`src/rtl/fifo_serializer_pkg.sv`:
```
// fifo_ser_pkg: shared state type and default widths for the FIFO word serializer
package fifo_ser_pkg;
    typedef enum logic [0:0] {S_IDLE, S_SEND} ser_state_t;
    localparam int BITS_DEF  = 32;
    localparam int OUT_W_DEF = 8;
    localparam int CNT_W_DEF = 16;
endpackage

```
`src/rtl/fifo_serializer_if.sv`:
```
// fifo_serializer_if: FIFO read port plus the narrow valid/ready beat channel
interface fifo_serializer_if
    import fifo_ser_pkg::*;
#(
    parameter int bits  = BITS_DEF,
    parameter int out_w = OUT_W_DEF
) ();
    logic [bits-1:0]  fifo_dout;
    logic             fifo_pndng;
    logic             fifo_pop;
    logic [out_w-1:0] ser_data;
    logic             ser_valid;
    logic             ser_ready;
    logic             ser_last;
    modport master (
        input  fifo_dout, fifo_pndng, ser_ready,
        output fifo_pop, ser_data, ser_valid, ser_last
    );
    modport slave (
        output fifo_dout, fifo_pndng, ser_ready,
        input  fifo_pop, ser_data, ser_valid, ser_last
    );
endinterface

```
`src/rtl/fifo_serializer.sv`:
```
// fifo_serializer: pops FIFO words and emits them as LSB-first narrow beats with a last flag
module fifo_serializer
    import fifo_ser_pkg::*;
#(
    parameter int bits  = BITS_DEF,
    parameter int out_w = OUT_W_DEF,
    parameter int cnt_w = CNT_W_DEF
) (
    input  logic             clk,
    input  logic             rst,
    input  logic             en,
    fifo_serializer_if.master io,
    output logic             busy,
    output logic [cnt_w-1:0] word_count
);
    localparam int beats = bits / out_w;
    localparam int bc_w  = beats > 1 ? $clog2(beats) : 1;

    if (bits % out_w != 0 || out_w > bits) begin : g_bad_width
        $error("fifo_serializer: bits must be a multiple of out_w and out_w <= bits");
    end

    ser_state_t      state;
    logic [bits-1:0] shreg;
    logic [bc_w-1:0] beat_cnt;
    logic            last, fire, load;

    assign last = beat_cnt == bc_w'(beats - 1);
    assign fire = io.ser_valid && io.ser_ready;
    // a new word is taken from idle, or on the final handshake so words stream without a bubble
    assign load = en && io.fifo_pndng && (state == S_IDLE || (fire && last));

    assign io.fifo_pop  = !rst && load;
    assign io.ser_valid = state == S_SEND;
    assign io.ser_data  = shreg[out_w-1:0];
    assign io.ser_last  = io.ser_valid && last;
    assign busy         = state == S_SEND;

    always_ff @(posedge clk) begin
        if (rst) begin
            state      <= S_IDLE;
            shreg      <= '0;
            beat_cnt   <= '0;
            word_count <= '0;
        end else begin
            if (fire && last) word_count <= word_count + 1'b1;
            if (load) begin
                shreg    <= io.fifo_dout;
                beat_cnt <= '0;
                state    <= S_SEND;
            end else if (fire) begin
                shreg    <= shreg >> out_w;
                beat_cnt <= last ? '0 : beat_cnt + 1'b1;
                state    <= last ? S_IDLE : S_SEND;
            end
        end
    end
endmodule

```
`src/flat_wrapper.sv`:
```
// flat-port wrapper written by rule: the top's interface ports become plain ports
module fifo_serializer_flat import fifo_ser_pkg::*;
#(
    parameter int bits  = BITS_DEF,
    parameter int out_w = OUT_W_DEF,
    parameter int cnt_w = CNT_W_DEF
)
  (clk, rst, en, busy, word_count, io_fifo_dout, io_fifo_pndng, io_ser_ready, io_fifo_pop, io_ser_data, io_ser_valid, io_ser_last);
  fifo_serializer_if #(.bits(bits), .out_w(out_w)) io_i ();
  input  logic clk;
  input  logic rst;
  input  logic en;
  output logic busy;
  output logic [cnt_w-1:0] word_count;
  input wire logic [$bits(io_i.fifo_dout)-1:0] io_fifo_dout;
  input wire logic [$bits(io_i.fifo_pndng)-1:0] io_fifo_pndng;
  input wire logic [$bits(io_i.ser_ready)-1:0] io_ser_ready;
  output wire logic [$bits(io_i.fifo_pop)-1:0] io_fifo_pop;
  output wire logic [$bits(io_i.ser_data)-1:0] io_ser_data;
  output wire logic [$bits(io_i.ser_valid)-1:0] io_ser_valid;
  output wire logic [$bits(io_i.ser_last)-1:0] io_ser_last;
  assign io_i.fifo_dout = io_fifo_dout;
  assign io_i.fifo_pndng = io_fifo_pndng;
  assign io_i.ser_ready = io_ser_ready;
  assign io_fifo_pop = io_i.fifo_pop;
  assign io_ser_data = io_i.ser_data;
  assign io_ser_valid = io_i.ser_valid;
  assign io_ser_last = io_i.ser_last;
  fifo_serializer #(.bits(bits), .out_w(out_w), .cnt_w(cnt_w)) u_core (.clk(clk), .rst(rst), .en(en), .io(io_i), .busy(busy), .word_count(word_count));
endmodule
```
`config.mk`:
```
export PLATFORM = sky130hd
export DESIGN_NAME = fifo_serializer_flat
export DESIGN_NICKNAME = d
export VERILOG_FILES = /design/src/rtl/fifo_serializer_pkg.sv /design/src/rtl/fifo_serializer_if.sv /design/src/rtl/fifo_serializer.sv /design/src/flat_wrapper.sv
export SDC_FILE = /design/constraint.sdc
export NUM_CORES = 1
export LEC_CHECK = 0
export ABC_AREA = 0
export CORE_ASPECT_RATIO = 0.75
export CORE_MARGIN = 1
export CORE_UTILIZATION = 42
export CTS_CLUSTER_DIAMETER = 200
export DETAILED_ROUTE_END_ITERATION = 6
export MAX_ROUTING_LAYER = met4
export PLACE_DENSITY = 0.7
export REMOVE_ABC_BUFFERS = 1
export SKIP_LAST_GASP = 1
export SYNTH_ARGS = -nofsm -noshare
export SYNTH_HDL_FRONTEND = slang
export SYNTH_SLANG_ARGS = --single-unit
```
`constraint.sdc`:
```
create_clock -name clk -period 1.94 [get_ports clk]
set_clock_uncertainty 0.05 [all_clocks]
set_input_delay 0.388 -clock clk [delete_from_list [all_inputs] [get_ports clk]]
set_output_delay 0.388 -clock clk [all_outputs]
set_load 0.03 [all_outputs]
```
* After elaboration in Yosys (flattened, before gate mapping)
Index checks and enable logic that the tools add are counted.
** Word-level totals
- Input port bits :: 37
- Flip-flop bits (word level) :: 51
- Output and inout port bits :: 28
- Logic and storage cells :: 24
** Operators by class
- Reduce and logical (&&, ||, !) cells :: 10
- Mux-type cells :: 6
- Bitwise logic cells :: 1
- Equality and inequality tests :: 1
- Add/subtract/negate cells :: 2
** Operator list (count)
- $mux W32 :: 2
- $add A16 B1 Y16 const B :: 1
- $logic_and A1 B1 Y1 :: 6
- $mux W1 :: 3
- $add A2 B1 Y2 const B :: 1
- $eq A2 B2 Y1 const B :: 1
- $mux W2 :: 1
- $reduce_bool A2 Y1 :: 1
- $reduce_or A2 Y1 :: 1
- $logic_not A1 Y1 :: 1
- $logic_or A1 B1 Y1 :: 1
- $not A1 Y1 :: 1

* Logic depth before layout (Yosys ltp)
Gate-level depths: netlist of the first run.
- Depth in word-level cells :: 5
- Mapped depth :: 7
- Gate-level depth less buffers :: 5

* Least setup slack after synthesis of the first run
Ideal clock, no wire load.
- Kind :: reg2out
- Start point :: register u_core.beat_cnt[0]
- End point :: output io_fifo_pop
- Data required time :: 1.502 ns
- Arrival :: 1.612 ns
- Path buffers :: 2
- Slack :: -0.110 ns
- Stages on the path, launching flop included :: 7
- Cell sequence :: dfxtp_1 ha_1 nand2_1 a21o_1 buf_2 buf_2 nor2_1
** Between the ends
- Word-level cells in the longest chain between the ends :: 5
** RTL lines
- start, declared :: RTL line fifo_serializer.sv:25 : logic [bc_w-1:0] beat_cnt;
- start signal, assigned :: RTL line fifo_serializer.sv:53 : beat_cnt <= last ? '0 : beat_cnt + 1'b1;
- $eq A2 B2 Y1 :: RTL line fifo_serializer.sv:28 : assign last = beat_cnt == bc_w'(beats - 1);
- $logic_and A1 B1 Y1 :: RTL line fifo_serializer.sv:31 : assign load = en && io.fifo_pndng && (state == S_IDLE || (fire && last));
- $logic_or A1 B1 Y1 :: RTL line fifo_serializer.sv:31
- $logic_and A1 B1 Y1 :: RTL line fifo_serializer.sv:31
- $logic_and A1 B1 Y1 :: RTL line fifo_serializer.sv:33 : assign io.fifo_pop = !rst && load;
- end, declared :: RTL line flat_wrapper.sv:18 : output wire logic [$bits(io_i.fifo_pop)-1:0] io_fifo_pop;
No other way between the ends.

* Worst setup path after layout of the first run
- Start point :: register u_core.word_count[3]
- End point :: output word_count[3]
** RTL lines
- start, declared :: RTL line fifo_serializer.sv:14 : output logic [cnt_w-1:0] word_count
- start signal, assigned :: RTL line fifo_serializer.sv:46 : if (fire && last) word_count <= word_count + 1'b1;
- end, declared :: RTL line flat_wrapper.sv:14 : output logic [cnt_w-1:0] word_count;
No word-level cell between the ends.

==> results of run 1 <==
[layout make-up]
class | count | area [µm²]
well taps | 75 | 93.8
inverters | 2 | 7.51
flip-flops and latches | 51 | 1020
clock buffers | 5 | 68.8
multi-input cells | 203 | 1130
clock inverters | 3 | 43.8
repair buffers | 86 | 808
fillers | 519 | 2180
[final timing paths]
| check | end | slack (ps) |
|---|---|---|
| worst max-delay path | word_count[3] | 40 |
| worst min-delay path | u_core.shreg[27]$_SDFFE_PP0P_ | 420 |
| worst max register to register | u_core.word_count[6]$_SDFFE_PP0P_ | 260 |
| worst min register to register | u_core.shreg[27]$_SDFFE_PP0P_ | 420 |
[sequential cells by signal, summed over array words and instances (netlist names)]
register           flops
u_core.shreg          32
u_core.word_count     16
u_core.beat_cnt        2
u_core.busy            1
[power groups by stage]
stage                     Sequential [mW]  Combinational, mW  Clock [mW]
after CTS                            1.12              0.302       0.768
after floorplan                      1.17             0.0858           0
after global placement               1.14              0.299           0
after global routing                 1.12              0.330       0.795
after detailed placement             1.14              0.301           0
final                                1.12              0.301       0.746
[synth_stat cells, drive strengths merged]
cell type,number,share of area
xnor2,7,0.026
nand4,8,0.027
nor4,3,0.0080
inv,2,0.0032
and2,2,0.0054
nand2,41,0.066
o21ai,2,0.0043
nor3,7,0.015
clkbuf,14,0.031
mux2,2,0.0097
a21o,1,0.0032
nand3,38,0.082
nor2b,2,0.0054
and3,1,0.0027
a21oi,15,0.032
mux2i,1,0.0043
xor2,3,0.011
nor2,40,0.064
dfxtp,51,0.44
ha,2,0.011
a31o,1,0.0038
buf,18,0.049
or3,3,0.0080
a311oi,24,0.090
[metal layers]
layer	share of wire	GRT usage	wire length, µm	vias up
met1	0.50	0.286	2870	1011
met5	0	-	0	-
met4	0.016	0.0847	91	0
met2	0.43	0.327	2450	65
met3	0.058	0.0409	335	8
li1	-	-	-	1128
[worst register-to-register path, stage by stage, from the launching register on]
cell and delay, ps:
dfxtp_1 470, ha_1 300, nand4_2 150, buf_4 160, or3_1 330, a21oi_1 150
[timing repair]
item	CTS	global route
endpoints found under the setup margin	2	4
hold buffers	0	0
resized for setup	4	5
[cell families after synthesis]
family | count (synthesis) | synth area share
mux | 3 | 0.0139
fa+ha+maj | 2 | 0.0107
compound gates | 43 | 0.134
simple gates | 145 | 0.283
buf+inv | 34 | 0.0836
xor+xnor | 10 | 0.0375
flops | 51 | 0.438
==> out/results.ini, run 1 <==
[critical_path]
cp.depth=1
crit_start=u_core.word_count[3]$_SDFFE_PP0P_
end_kind=output port
path_cells=clkdlybuf4s50_1
r2r_start=u_core.word_count[0]$_SDFFE_PP0P_
cp.required_ps=1500
critPathMaxFanout=5
worstPathArrival_ps=1460
rr_worst_depth=5
crit_type=register to output port
slowest_stage=clkdlybuf4s50_1
slowest_delay_ps=720
cp-start-kind=register
cp_top_family=buffers and inverters
critPathBufInv=1

[pwr]
p_comb_frac=0.139
netSwitchingFraction=0.250
total_power_mw=2.16
peakVddDrop_mv=0.473
pwr-share-clk=0.345
p_leak_nw=1.18
cellPowerDensity_mw_per_mm2=683
p_seq_frac=0.516
p_switching_uw=541
p_int_mw=1.62

[timing]
rsz0062_at_grt=yes
max-slew-margin-rel=0.742
hold_slack_ps=423
fmax_mhz=526
drv_slew=0
fin_ws_ps=38.6
hold_viol=0
period_minus_slack_ps=1900
fin_crit_sh=0.980
tightest_slew_ps=387
fin_setup_tns_ps=0
setup_violations=0

[clocking]
h-tree-depth=2
clock-sinks=51
post_cts_buffers=0
clk_latency_ps=310
cts_tree=yes
clk_transition_reported_paths_ps=100
cts_made_buffers=5
clockBufferDepth=2
cts_root_buffer=clkbuf_8

[job]
max_cap_violations=0

[layout]
finish.utilization=0.592
area_growth_pct=35.9
antennaDiodeCount=0
final_cell_count_no_fill=425
num-nets-final=388
fin_area_mm2=0.00317
final_cell_mix=clkdlybuf4s50_1, dfxtp_1, nand2_1, nor2_1, nand3_1
final_common_cell=clkdlybuf4s50_1
drive_gt1_frac=0.129

[yosys]
syn_inst=288
netlist_area_mm2=0.00233
postSynthAreaPerCell_um2=8.10
ys_seq_area_frac=0.438
ys_warn_count=0
ys_ff_latch=51
synth_cell_type_count=27

[die]
rows=23
die-height_um=66.6
die_w_um=88.1
start_util=0.436
die_area_mm2=0.00586
fp.coreArea_mm2=0.00535
ios=65

[global_route]
gr-total-overflow=0
grt_antenna_before_repair=0
track_usage=0.216
grt_pass1_wl_um=9430
grt_pass1_vias=2048
grt_start_max_net_pins=43

[drt]
ant_nets=0
drt_pass1_iterations=4
wl_per_cell_um=13.5
remaining_drc_errors=0
via_per_inst=5.20
vias=2212
wl_um=5740
drtIter0Drc=163

[min_path]
holdPathStages=2
min-delay-start=u_core.shreg[27]$_SDFFE_PP0P_
min_path_type=register to register

[place]
dp_slack_ps=-75.0
place_area_mm2=0.00304
numPortBuffers=64
gp_congestion=0.786
place_inst=417
hpwl_um=4000

[outcome]
status=finished, final reports clean

No activity file was read; power rests on OpenSTA's default activity.
==> inputs of run 2 (changes only) <==
--- a/config.mk
+++ b/config.mk
@@ -6,7 +6,8 @@
 export NUM_CORES = 1
 export LEC_CHECK = 0
 export ABC_AREA = 0
-export CORE_ASPECT_RATIO = 0.75
+export CAP_MARGIN = 10
+export CORE_ASPECT_RATIO = 1.25
 export CORE_MARGIN = 1
 export CORE_UTILIZATION = 42
 export CTS_CLUSTER_DIAMETER = 200
==> constraint.sdc (replaced) <==
create_clock -name clk -period 1.94 [get_ports clk]
set_clock_uncertainty 0.05 [all_clocks]
set_input_delay 0.582 -clock clk [delete_from_list [all_inputs] [get_ports clk]]
set_output_delay 0.582 -clock clk [all_outputs]
set_load 0.03 [all_outputs]
==> out/results.ini, run 2 (synthesis results as in run 1) <==
[outcome]
status=finished, violations left
violations=setup timing

[layout]
largest_reg_flops=32
final_cell_count_no_fill=420
num-nets-final=395
area_growth_pct=36.4
drive_gt1_frac=0.143
regMostFlops=u_core.shreg
final_common_cell=dfxtp_1
reg_top3=u_core.shreg x32, u_core.word_count x16, u_core.beat_cnt x2
n_fill_cell=549
final_cell_mix=dfxtp_1, nor2_1, nand2_1, nand3_1, clkdlybuf4s50_1
multi_input_area_mm2=0.00113
ff_latch_area_mm2=0.00102
antennaDiodeCount=0

[timing]
fin_setup_tns_ps=-20.8
fin_crit_sh=1.01
tightest_slew_ps=517
rsz0062_at_grt=yes
fmax_mhz=510
hold_slack_ps=423
fin_ws_ps=-20.8
max-slew-margin-rel=0.655
period_minus_slack_ps=1960
hold_viol=0
drv_slew=0
setup_violations=1

[job]
max_cap_violations=0

[clocking]
clk_latency_ps=300
cts_tree=yes
cts_hold_buffers=0
clockBufferDepth=2
clk_transition_reported_paths_ps=90
cts_root_buffer=clkbuf_8
clock-sinks=51
h-tree-depth=2
cts_made_buffers=5

[pwr]
p_leak_nw=1.28
peakVddDrop_mv=0.470
cellPowerDensity_mw_per_mm2=669
total_power_mw=2.13

[die]
die_w_um=68.7
die_area_mm2=0.00586
rows=30
die-height_um=85.3
ios=65
fp.coreArea_mm2=0.00541
start_util=0.432

[min_path]
min_path_type=register to register

[place]
hpwl_um=3800
numPortBuffers=64
place_inst=411
gp_congestion=0.813

[global_route]
grt_pass1_wl_um=9070
grt_pass1_vias=2040
grt_start_max_net_pins=57
gr-total-overflow=0
grt_antenna_before_repair=0
track_usage=0.206

[critical_path]
crit_type=input pin to output port
end_kind=output port
worstPathArrival_ps=1330
cp.required_ps=1310
critPathMaxFanout=3
cp-start-kind=input pin

[drt]
drt_pass1_iterations=4
wl_per_cell_um=13.2
drtIter0Drc=100
remaining_drc_errors=0
wl_um=5530
via_per_inst=5.32
vias=2234
ant_nets=0

-- run 2: cell count changes in the layout (fill, tap and decap cells not counted), sizes merged --
cell,delta
buf,+7
clkdlybuf4s15,+1
clkdlybuf4s50,-22
clkinv,-2
clkinvlp,+1
dlygate4sd2,+23
dlymetal6s2s,-2
-- run 2: repair_timing --
action / CTS / global route
setup buffers: 0 / 2
endpoints found under the setup margin: 26 / 3
resized for setup: 29 / 6
endpoints found under the hold margin: 0 / 0
pin swaps: 2 / 3
-- run 2: layout make-up --
type / count / area share
Tap cell: 64 / 0.0252
Sequential cell: 51 / 0.322
Timing Repair Buffer: 93 / 0.261
Clock inverter: 2 / 0.0118
Multi-Input combinational cell: 203 / 0.357
Inverter: 2 / 0.00236
Clock buffer: 5 / 0.0216
-- run 2: critical path, cell delays in order --
cell	delay, ps
clkdlybuf4s15_1	230
nand2_2	80
a21o_1	180
nor2_1	100
buf_4	170
-- run 2: worst paths after layout --
check                                  startpoint                            end  slack [ps]  depth (start not counted)
setup / recovery                     io_ser_ready                    io_fifo_pop         -20                          5
hold / removal      u_core.shreg[25]$_SDFFE_PP0P_  u_core.shreg[25]$_SDFFE_PP0P_         420                          2
setup reg to reg  u_core.beat_cnt[1]$_SDFFE_PP0P_  u_core.shreg[17]$_SDFFE_PP0P_         250                          6
hold reg to reg     u_core.shreg[25]$_SDFFE_PP0P_  u_core.shreg[25]$_SDFFE_PP0P_         420                          2
-- run 2: stage by stage --
stage | util | setup WS (ps) | area (µm²)
floorplan | - | -1250 | 2150
global placement | 0.567 | -314 | 3070
detailed placement | 0.567 | -325 | 3070
CTS | 0.582 | -115 | 3150
global route | 0.589 | -56.1 | 3180
finish | 0.589 | -20.8 | 3180
-- run 2: power breakdown --
part / total [mW] / switching, mW / internal (mW)
Clock: 0.724 / 0.346 / 0.377
Sequential: 1.12 / 0.0247 / 1.09
Combinational: 0.288 / 0.152 / 0.136
-- run 2: routing by layer --
layer / GRT usage / vias up / wire length, µm
li1: - / 1146 / -
met1: 0.267 / 1039 / 2490
met2: 0.329 / 45 / 2780
met3: 0.0323 / 4 / 202
met4: 0.0511 / 0 / 53
met5: - / - / 0
